==> src/rtl/seg_pkg.sv <==
// rtl/seg_pkg.sv - shared seven-segment patterns, scan state encoding and sizing helper
package seg_pkg;

  localparam logic [6:0] SEG_0     = 7'b1111110;
  localparam logic [6:0] SEG_1     = 7'b0110000;
  localparam logic [6:0] SEG_2     = 7'b1101101;
  localparam logic [6:0] SEG_3     = 7'b1111001;
  localparam logic [6:0] SEG_4     = 7'b0110011;
  localparam logic [6:0] SEG_5     = 7'b1011011;
  localparam logic [6:0] SEG_6     = 7'b1011111;
  localparam logic [6:0] SEG_7     = 7'b1110000;
  localparam logic [6:0] SEG_8     = 7'b1111111;
  localparam logic [6:0] SEG_9     = 7'b1111011;
  localparam logic [6:0] SEG_A     = 7'b1110111;
  localparam logic [6:0] SEG_B     = 7'b0011111;
  localparam logic [6:0] SEG_C     = 7'b1001110;
  localparam logic [6:0] SEG_D     = 7'b0111101;
  localparam logic [6:0] SEG_E     = 7'b1001111;
  localparam logic [6:0] SEG_F     = 7'b1000111;
  localparam logic [6:0] SEG_BLANK = 7'b0000000;

  typedef enum logic {
    ST_IDLE = 1'b0,
    ST_SCAN = 1'b1
  } scan_state_e;

  // floor(log2(x)); returns 0 for x <= 1
  function automatic int logb2(input int x);
    int r;
    r = 0;
    for (int v = x; v > 1; v = v >> 1) begin
      r++;
    end
    return r;
  endfunction

endpackage

==> src/rtl/seg_decode.sv <==
// rtl/seg_decode.sv - nibble to abcdefg decoder
// SEG_HEX_EN defined: 10-15 show A,b,C,d,E,F; otherwise they are blank.
module seg_decode
  import seg_pkg::*;
(
  input  logic [3:0] nib_i,
  output logic [6:0] seg_o
);

  always_comb begin
    seg_o = SEG_BLANK;
    case (nib_i)
      4'h0: seg_o = SEG_0;
      4'h1: seg_o = SEG_1;
      4'h2: seg_o = SEG_2;
      4'h3: seg_o = SEG_3;
      4'h4: seg_o = SEG_4;
      4'h5: seg_o = SEG_5;
      4'h6: seg_o = SEG_6;
      4'h7: seg_o = SEG_7;
      4'h8: seg_o = SEG_8;
      4'h9: seg_o = SEG_9;
`ifdef SEG_HEX_EN
      4'hA: seg_o = SEG_A;
      4'hB: seg_o = SEG_B;
      4'hC: seg_o = SEG_C;
      4'hD: seg_o = SEG_D;
      4'hE: seg_o = SEG_E;
      4'hF: seg_o = SEG_F;
`endif
      default: seg_o = SEG_BLANK;
    endcase
  end

endmodule

==> src/rtl/seg_scan_multi.sv <==
// rtl/seg_scan_multi.sv - multi-digit seven-segment scanner with double-buffered values
// Hex glyphs for nibbles 10-15 are enabled by SEG_HEX_EN (see seg_decode).
module seg_scan_multi #(
  parameter int DIGITS   = 4,
  parameter int SCAN_DIV = 1000
) (
  input  logic                  clk,
  input  logic                  rst,
  input  logic                  en,
  input  logic                  load,
  input  logic [4*DIGITS-1:0]   din,
  input  logic [DIGITS-1:0]     dp_in,
  input  logic                  lz_blank,
  output logic [DIGITS-1:0]     csn,
  output logic [6:0]            abcdefg,
  output logic                  dp,
  output logic                  frame_done
);
  import seg_pkg::*;

  localparam int DIV_W = logb2(SCAN_DIV - 1) + 1;
  localparam int IDX_W = logb2(DIGITS - 1) + 1;
  localparam logic [DIV_W-1:0] DIV_LAST = DIV_W'(SCAN_DIV - 1);
  localparam logic [IDX_W-1:0] IDX_LAST = IDX_W'(DIGITS - 1);

  scan_state_e           state_q, state_d;
  logic [IDX_W-1:0]      idx_q, idx_d;
  logic [DIV_W-1:0]      div_q, div_d;
  logic [4*DIGITS-1:0]   pend_q, pend_d, act_q, act_d;
  logic [DIGITS-1:0]     pdp_q, pdp_d, adp_q, adp_d;
  logic [DIGITS-1:0]     csn_q, csn_d;
  logic [6:0]            seg_q, seg_d;
  logic                  dp_q, dp_d;
  logic                  fd_q, fd_d;

  logic [3:0]            nib_sel;
  logic [6:0]            dec_seg;
  logic [DIGITS-1:0]     blank;
  logic                  zero_run;

  // A load on the copy cycle is forwarded through pend_d, so din lands in active directly
  always_comb begin
    state_d = state_q;
    idx_d   = idx_q;
    div_d   = div_q;
    fd_d    = 1'b0;
    pend_d  = load ? din   : pend_q;
    pdp_d   = load ? dp_in : pdp_q;
    act_d   = act_q;
    adp_d   = adp_q;
    case (state_q)
      ST_IDLE: begin
        act_d = pend_d;
        adp_d = pdp_d;
        if (en) begin
          state_d = ST_SCAN;
          idx_d   = '0;
          div_d   = '0;
        end
      end
      ST_SCAN: begin
        if (!en) begin
          state_d = ST_IDLE;
        end else if (div_q == DIV_LAST) begin
          div_d = '0;
          if (idx_q == IDX_LAST) begin
            idx_d = '0;
            fd_d  = 1'b1;
            act_d = pend_d;
            adp_d = pdp_d;
          end else begin
            idx_d = idx_q + IDX_W'(1);
          end
        end else begin
          div_d = div_q + DIV_W'(1);
        end
      end
      default: state_d = ST_IDLE;
    endcase
  end

  // Digit i>0 blanks when it and every more-significant nibble are zero
  always_comb begin
    blank    = '0;
    zero_run = 1'b1;
    for (int i = DIGITS - 1; i >= 0; i--) begin
      zero_run = zero_run & (act_d[4*i +: 4] == 4'd0);
      blank[i] = lz_blank & zero_run & (i > 0);
    end
  end

  assign nib_sel = act_d[{idx_d, 2'b00} +: 4];

  seg_decode u_dec (
    .nib_i (nib_sel),
    .seg_o (dec_seg)
  );

  // Outputs are computed from next-state so they track idx one cycle after the decision
  always_comb begin
    csn_d = '1;
    seg_d = SEG_BLANK;
    dp_d  = 1'b0;
    if (state_d == ST_SCAN) begin
      csn_d = ~({{(DIGITS-1){1'b0}}, 1'b1} << idx_d);
      seg_d = blank[idx_d] ? SEG_BLANK : dec_seg;
      dp_d  = adp_d[idx_d];
    end
  end

  always_ff @(posedge clk) begin
    if (rst) begin
      state_q <= ST_IDLE;
      idx_q   <= '0;
      div_q   <= '0;
      pend_q  <= '0;
      pdp_q   <= '0;
      act_q   <= '0;
      adp_q   <= '0;
      csn_q   <= '1;
      seg_q   <= '0;
      dp_q    <= 1'b0;
      fd_q    <= 1'b0;
    end else begin
      state_q <= state_d;
      idx_q   <= idx_d;
      div_q   <= div_d;
      pend_q  <= pend_d;
      pdp_q   <= pdp_d;
      act_q   <= act_d;
      adp_q   <= adp_d;
      csn_q   <= csn_d;
      seg_q   <= seg_d;
      dp_q    <= dp_d;
      fd_q    <= fd_d;
    end
  end

  assign csn        = csn_q;
  assign abcdefg    = seg_q;
  assign dp         = dp_q;
  assign frame_done = fd_q;

endmodule
==> config.mk <==
export PLATFORM = sky130hd
export DESIGN_NAME = seg_scan_multi
export DESIGN_NICKNAME = d
export VERILOG_FILES = /design/src/rtl/seg_pkg.sv /design/src/rtl/seg_decode.sv /design/src/rtl/seg_scan_multi.sv
export SDC_FILE = /design/constraint.sdc
export NUM_CORES = 1
export LEC_CHECK = 0
export BUFFER_PORTS_ARGS = -buffer_cell sky130_fd_sc_hd__buf_2
export CORE_MARGIN = 3
export CORE_UTILIZATION = 57
export DETAILED_ROUTE_END_ITERATION = 10
export HOLD_SLACK_MARGIN = 0.08
export PLACE_DENSITY = 0.82
export REMOVE_ABC_BUFFERS = 1
export SLEW_MARGIN = 10
export SYNTH_ARGS = -nofsm -noshare
export SYNTH_HDL_FRONTEND = slang
export SYNTH_SLANG_ARGS = --single-unit
==> constraint.sdc <==
create_clock -name clk -period 3.9 [get_ports clk]
set_input_delay 0.585 -clock clk [delete_from_list [all_inputs] [get_ports clk]]
set_output_delay 0.585 -clock clk [all_outputs]
set_load 0.01 [all_outputs]
==> flow_metrics.tcl <==
set metrics [dict create \
    netlist_area_um2 2990 \
    insertion_delay_ps 340 \
    fill_cells 402 \
    die_h_um 78.5 \
    critPathArrivalTime_ps 3770 \
    gp_congestion 0.883 \
    dieArea_um2 6160 \
    cts_tree "done" \
    top_layer "met4" \
    synthTopCellsByArea "dfxtp_1 44%, mux2i_1 9.4%, nor2_1 8.3%" \
    utilization_pct 69.3 \
    drtAntennaViolNets 0 \
    grt_use_total_pct 22.0 \
    skew_ps 7.78 \
    status "finished, final reports clean" \
    die_w_um 78.5 \
    switching_share_pct 26.3 \
    crit_chain "ha_1 -> nand4b_1 -> or3_1 -> a31oi_4 -> buf_4 -> mux2i_1 -> o22ai_2 -> a311oi_4 -> mux2_1 -> a211oi_1" \
    portBuffers 37 \
    ys_async_sr_fraction_pct 0 \
    cp-end-kind "flop" \
    min_from "pdp_q[3]$_SDFF_PP0_" \
    rsz0062_at_grt "no" \
    layout.nets 386 \
    synth-seq-area-share_pct 44.1 \
    tns_ps 0 \
    grt_pass1_vias 2284 \
    p_clk_share_pct 35.1 \
    tightestPinTransition_ps 792 \
    setup_violations 0 \
    p_leak_nw 1.47 \
    path_buf_inv 1 \
    hpwl_mm 4.56 \
    fmax_mhz 285 \
    diodes 0 \
    slew_headroom_pct 47.2 \
    syn_to_final_growth_pct 13.6 \
    critical_path.max_fanout 8 \
    cts_made_buffers 9 \
    ioPinCount 38 \
    power_frac_seq_pct 52.5 \
    clockRootBuffer "clkbuf_8" \
    drcViolationCount 0 \
    drt_iter0_drc 162 \
    dr.pass1.iters 4 \
    grt_antenna_before_repair 0 \
    powerDensity_nw_per_um2 409 \
    yosys_warnings 0 \
    routedLengthMet1_mm 2.87 \
    power_switching_mw 0.366 \
    clockBufferDepth 2 \
    crit_type "reg -> reg" \
    wl_per_cell_um 14.5 \
    grt_pass1_wl_mm 10.5 \
    synth_top_area_share_pct 44.1 \
    synth_ff_type "dfxtp_1" \
    multiInputGateArea_um2 1580 \
    yosysTopAreaCell "dfxtp_1" \
    wl_met2_mm 2.79 \
    ff_latch_area_um2 1320 \
    post-route-period-util_pct 90.0 \
    clkTransAtPathRegs_ps 70 \
    num_vias 2417 \
    wl_met3_um 371 \
    maxCapViolCount 0 \
    total_power_mw 1.39 \
    drive_gt1_share_pct 21.4 \
    peakVddDrop_mv 0.300 \
    grt_overflow 0 \
    required_ps 4160 \
    fin_crit_ps 3510 \
    avgSynthCellArea_um2 9.33 \
    final-max-slew-violation-count 0 \
    synth-seq-cells 66 \
    synth.distinct_cells 56 \
    crit_path_max_incr_delay_ps 500 \
    cts_post_setup_buffers_inserted 0 \
    cp-start-kind "flop" \
    combPwrFrac_pct 12.5 \
    rows 25 \
    wl_mm 6.18 \
    cp_slowest_cell "or3_1" \
    cp_top_family "compound AO/OA/AOI/OAI gates" \
    postSynthCellCount 321 \
    clkSinkCount 66 \
    min_path_type "reg -> reg" \
    grt_max_degree 46 \
    finalHoldViolCount 0 \
    internal-power_mw 1.03 \
    reg2reg_from "div_q[0]$_SDFFE_PP0P_" \
    crit_start "div_q[0]$_SDFFE_PP0P_" \
    initial_core_util_pct 61.0 \
    synth_edf_count 0 \
    h-tree-depth 3 \
    core_area_um2 4910 \
    drt-vias-per-instance 5.67 \
]
## power by group through the flow
stage	sequential, mW	combinational, mW	clock [mW]
6_report	0.731	0.173	0.488
5_1_grt	0.735	0.194	0.531
4_1_cts	0.730	0.174	0.498
3_5_place_dp	0.745	0.173	0
3_3_place_gp	0.743	0.168	0
2_1_floorplan	0.742	0.111	0
## cell usage after synthesis (all sizes together) (2+ instances only)
| library cell | count |
|---|---|
| a211oi | 17 |
| a21oi | 4 |
| a311oi | 3 |
| a31oi | 3 |
| and2b | 2 |
| buf | 8 |
| clkbuf | 13 |
| dfxtp | 66 |
| ha | 7 |
| inv | 5 |
| mux2 | 4 |
| mux2i | 28 |
| mux4 | 3 |
| nand2 | 18 |
| nand2b | 3 |
| nand3 | 12 |
| nand4 | 2 |
| nor2 | 66 |
| nor3 | 9 |
| nor3b | 3 |
| nor4 | 4 |
| o211ai | 2 |
| o21a | 2 |
| o21ai | 11 |
| o41ai | 2 |
| xnor2 | 4 |
| xor2 | 4 |
## metrics by stage
| step | hold WS [ps] | instances | instance area [um2] | setup slack [ps] |
|---|---|---|---|---|
| 2_1_floorplan | 456 | 300 | 2900 | -2240 |
| 3_3_place_gp | 472 | 410 | 3220 | 490 |
| 3_5_place_dp | 482 | 410 | 3220 | 302 |
| 4_1_cts | 499 | 426 | 3390 | 294 |
| 5_1_grt | 523 | 426 | 3400 | 35.1 |
| 6_report | 497 | 426 | 3400 | 389 |
## registers in the layout, indices dropped and copies added, names as in the netlist
name        flops
abcdefg         7
act_q          16
adp_q           4
csn             4
div_q          10
dp              1
frame_done      1
idx_q           2
pdp_q           4
pend_q         16
state_q         1
## kinds of logic after synthesis
family | Yosys count | share of synthesized area (%)
simple gates | 125 | 19.1
flops | 66 | 44.1
compound gates | 54 | 14.4
mux | 35 | 13.4
buf+inv | 26 | 3.72
xor+xnor | 8 | 2.34
fa+ha+maj | 7 | 2.93
## path summary, 6_finish.rpt
path         cells past startpoint  slack [ps]                    end
max                             10         390  abcdefg[6]$_SDFF_PP0_
min                              2         500    pdp_q[3]$_SDFF_PP0_
max reg2reg                     10         390  abcdefg[6]$_SDFF_PP0_
min reg2reg                      2         500    pdp_q[3]$_SDFF_PP0_
## placed cells by master, fill, tap and decap left out, drive strengths merged, types with 5 or more instances in the layout
cell    count
a211oi     17
buf        43
clkbuf     10
clkinv      5
dfxtp      66
ha          7
inv         5
mux2i      28
nand2      18
nand3      12
nor2       66
nor3        9
o21ai      11
## cell type report
| type | instances | area share (%) |
|---|---|---|
| well taps | 67 | 2.46 |
| repair buffers | 43 | 6.77 |
| clock inverters | 6 | 0.956 |
| clock buffers | 10 | 4.05 |
| multi-input cells | 229 | 46.4 |
| inverters | 5 | 0.552 |
| flip-flops and latches | 66 | 38.8 |
## worst register-to-register path, stage by stage, from the launching register on
cell	delay, ps
dfxtp_1	370
ha_1	250
nand4b_1	210
or3_1	500
a31oi_4	390
buf_4	230
mux2i_1	280
o22ai_2	130
a311oi_4	500
mux2_1	370
a211oi_1	210
## what timing repair did
action,CTS,global route
endpoints found under the setup margin,0,2
hold buffers,0,0
gates resized for setup,0,1
## metal layers
layer  global-route usage, %  vias to the layer above
li1                        -                     1206
met1                    28.6                     1117
met2                    32.6                       80
met3                    4.70                       14
met4                    14.9                        0
met5                       0                        -
Note: power is estimated with default switching activity, not from simulation.
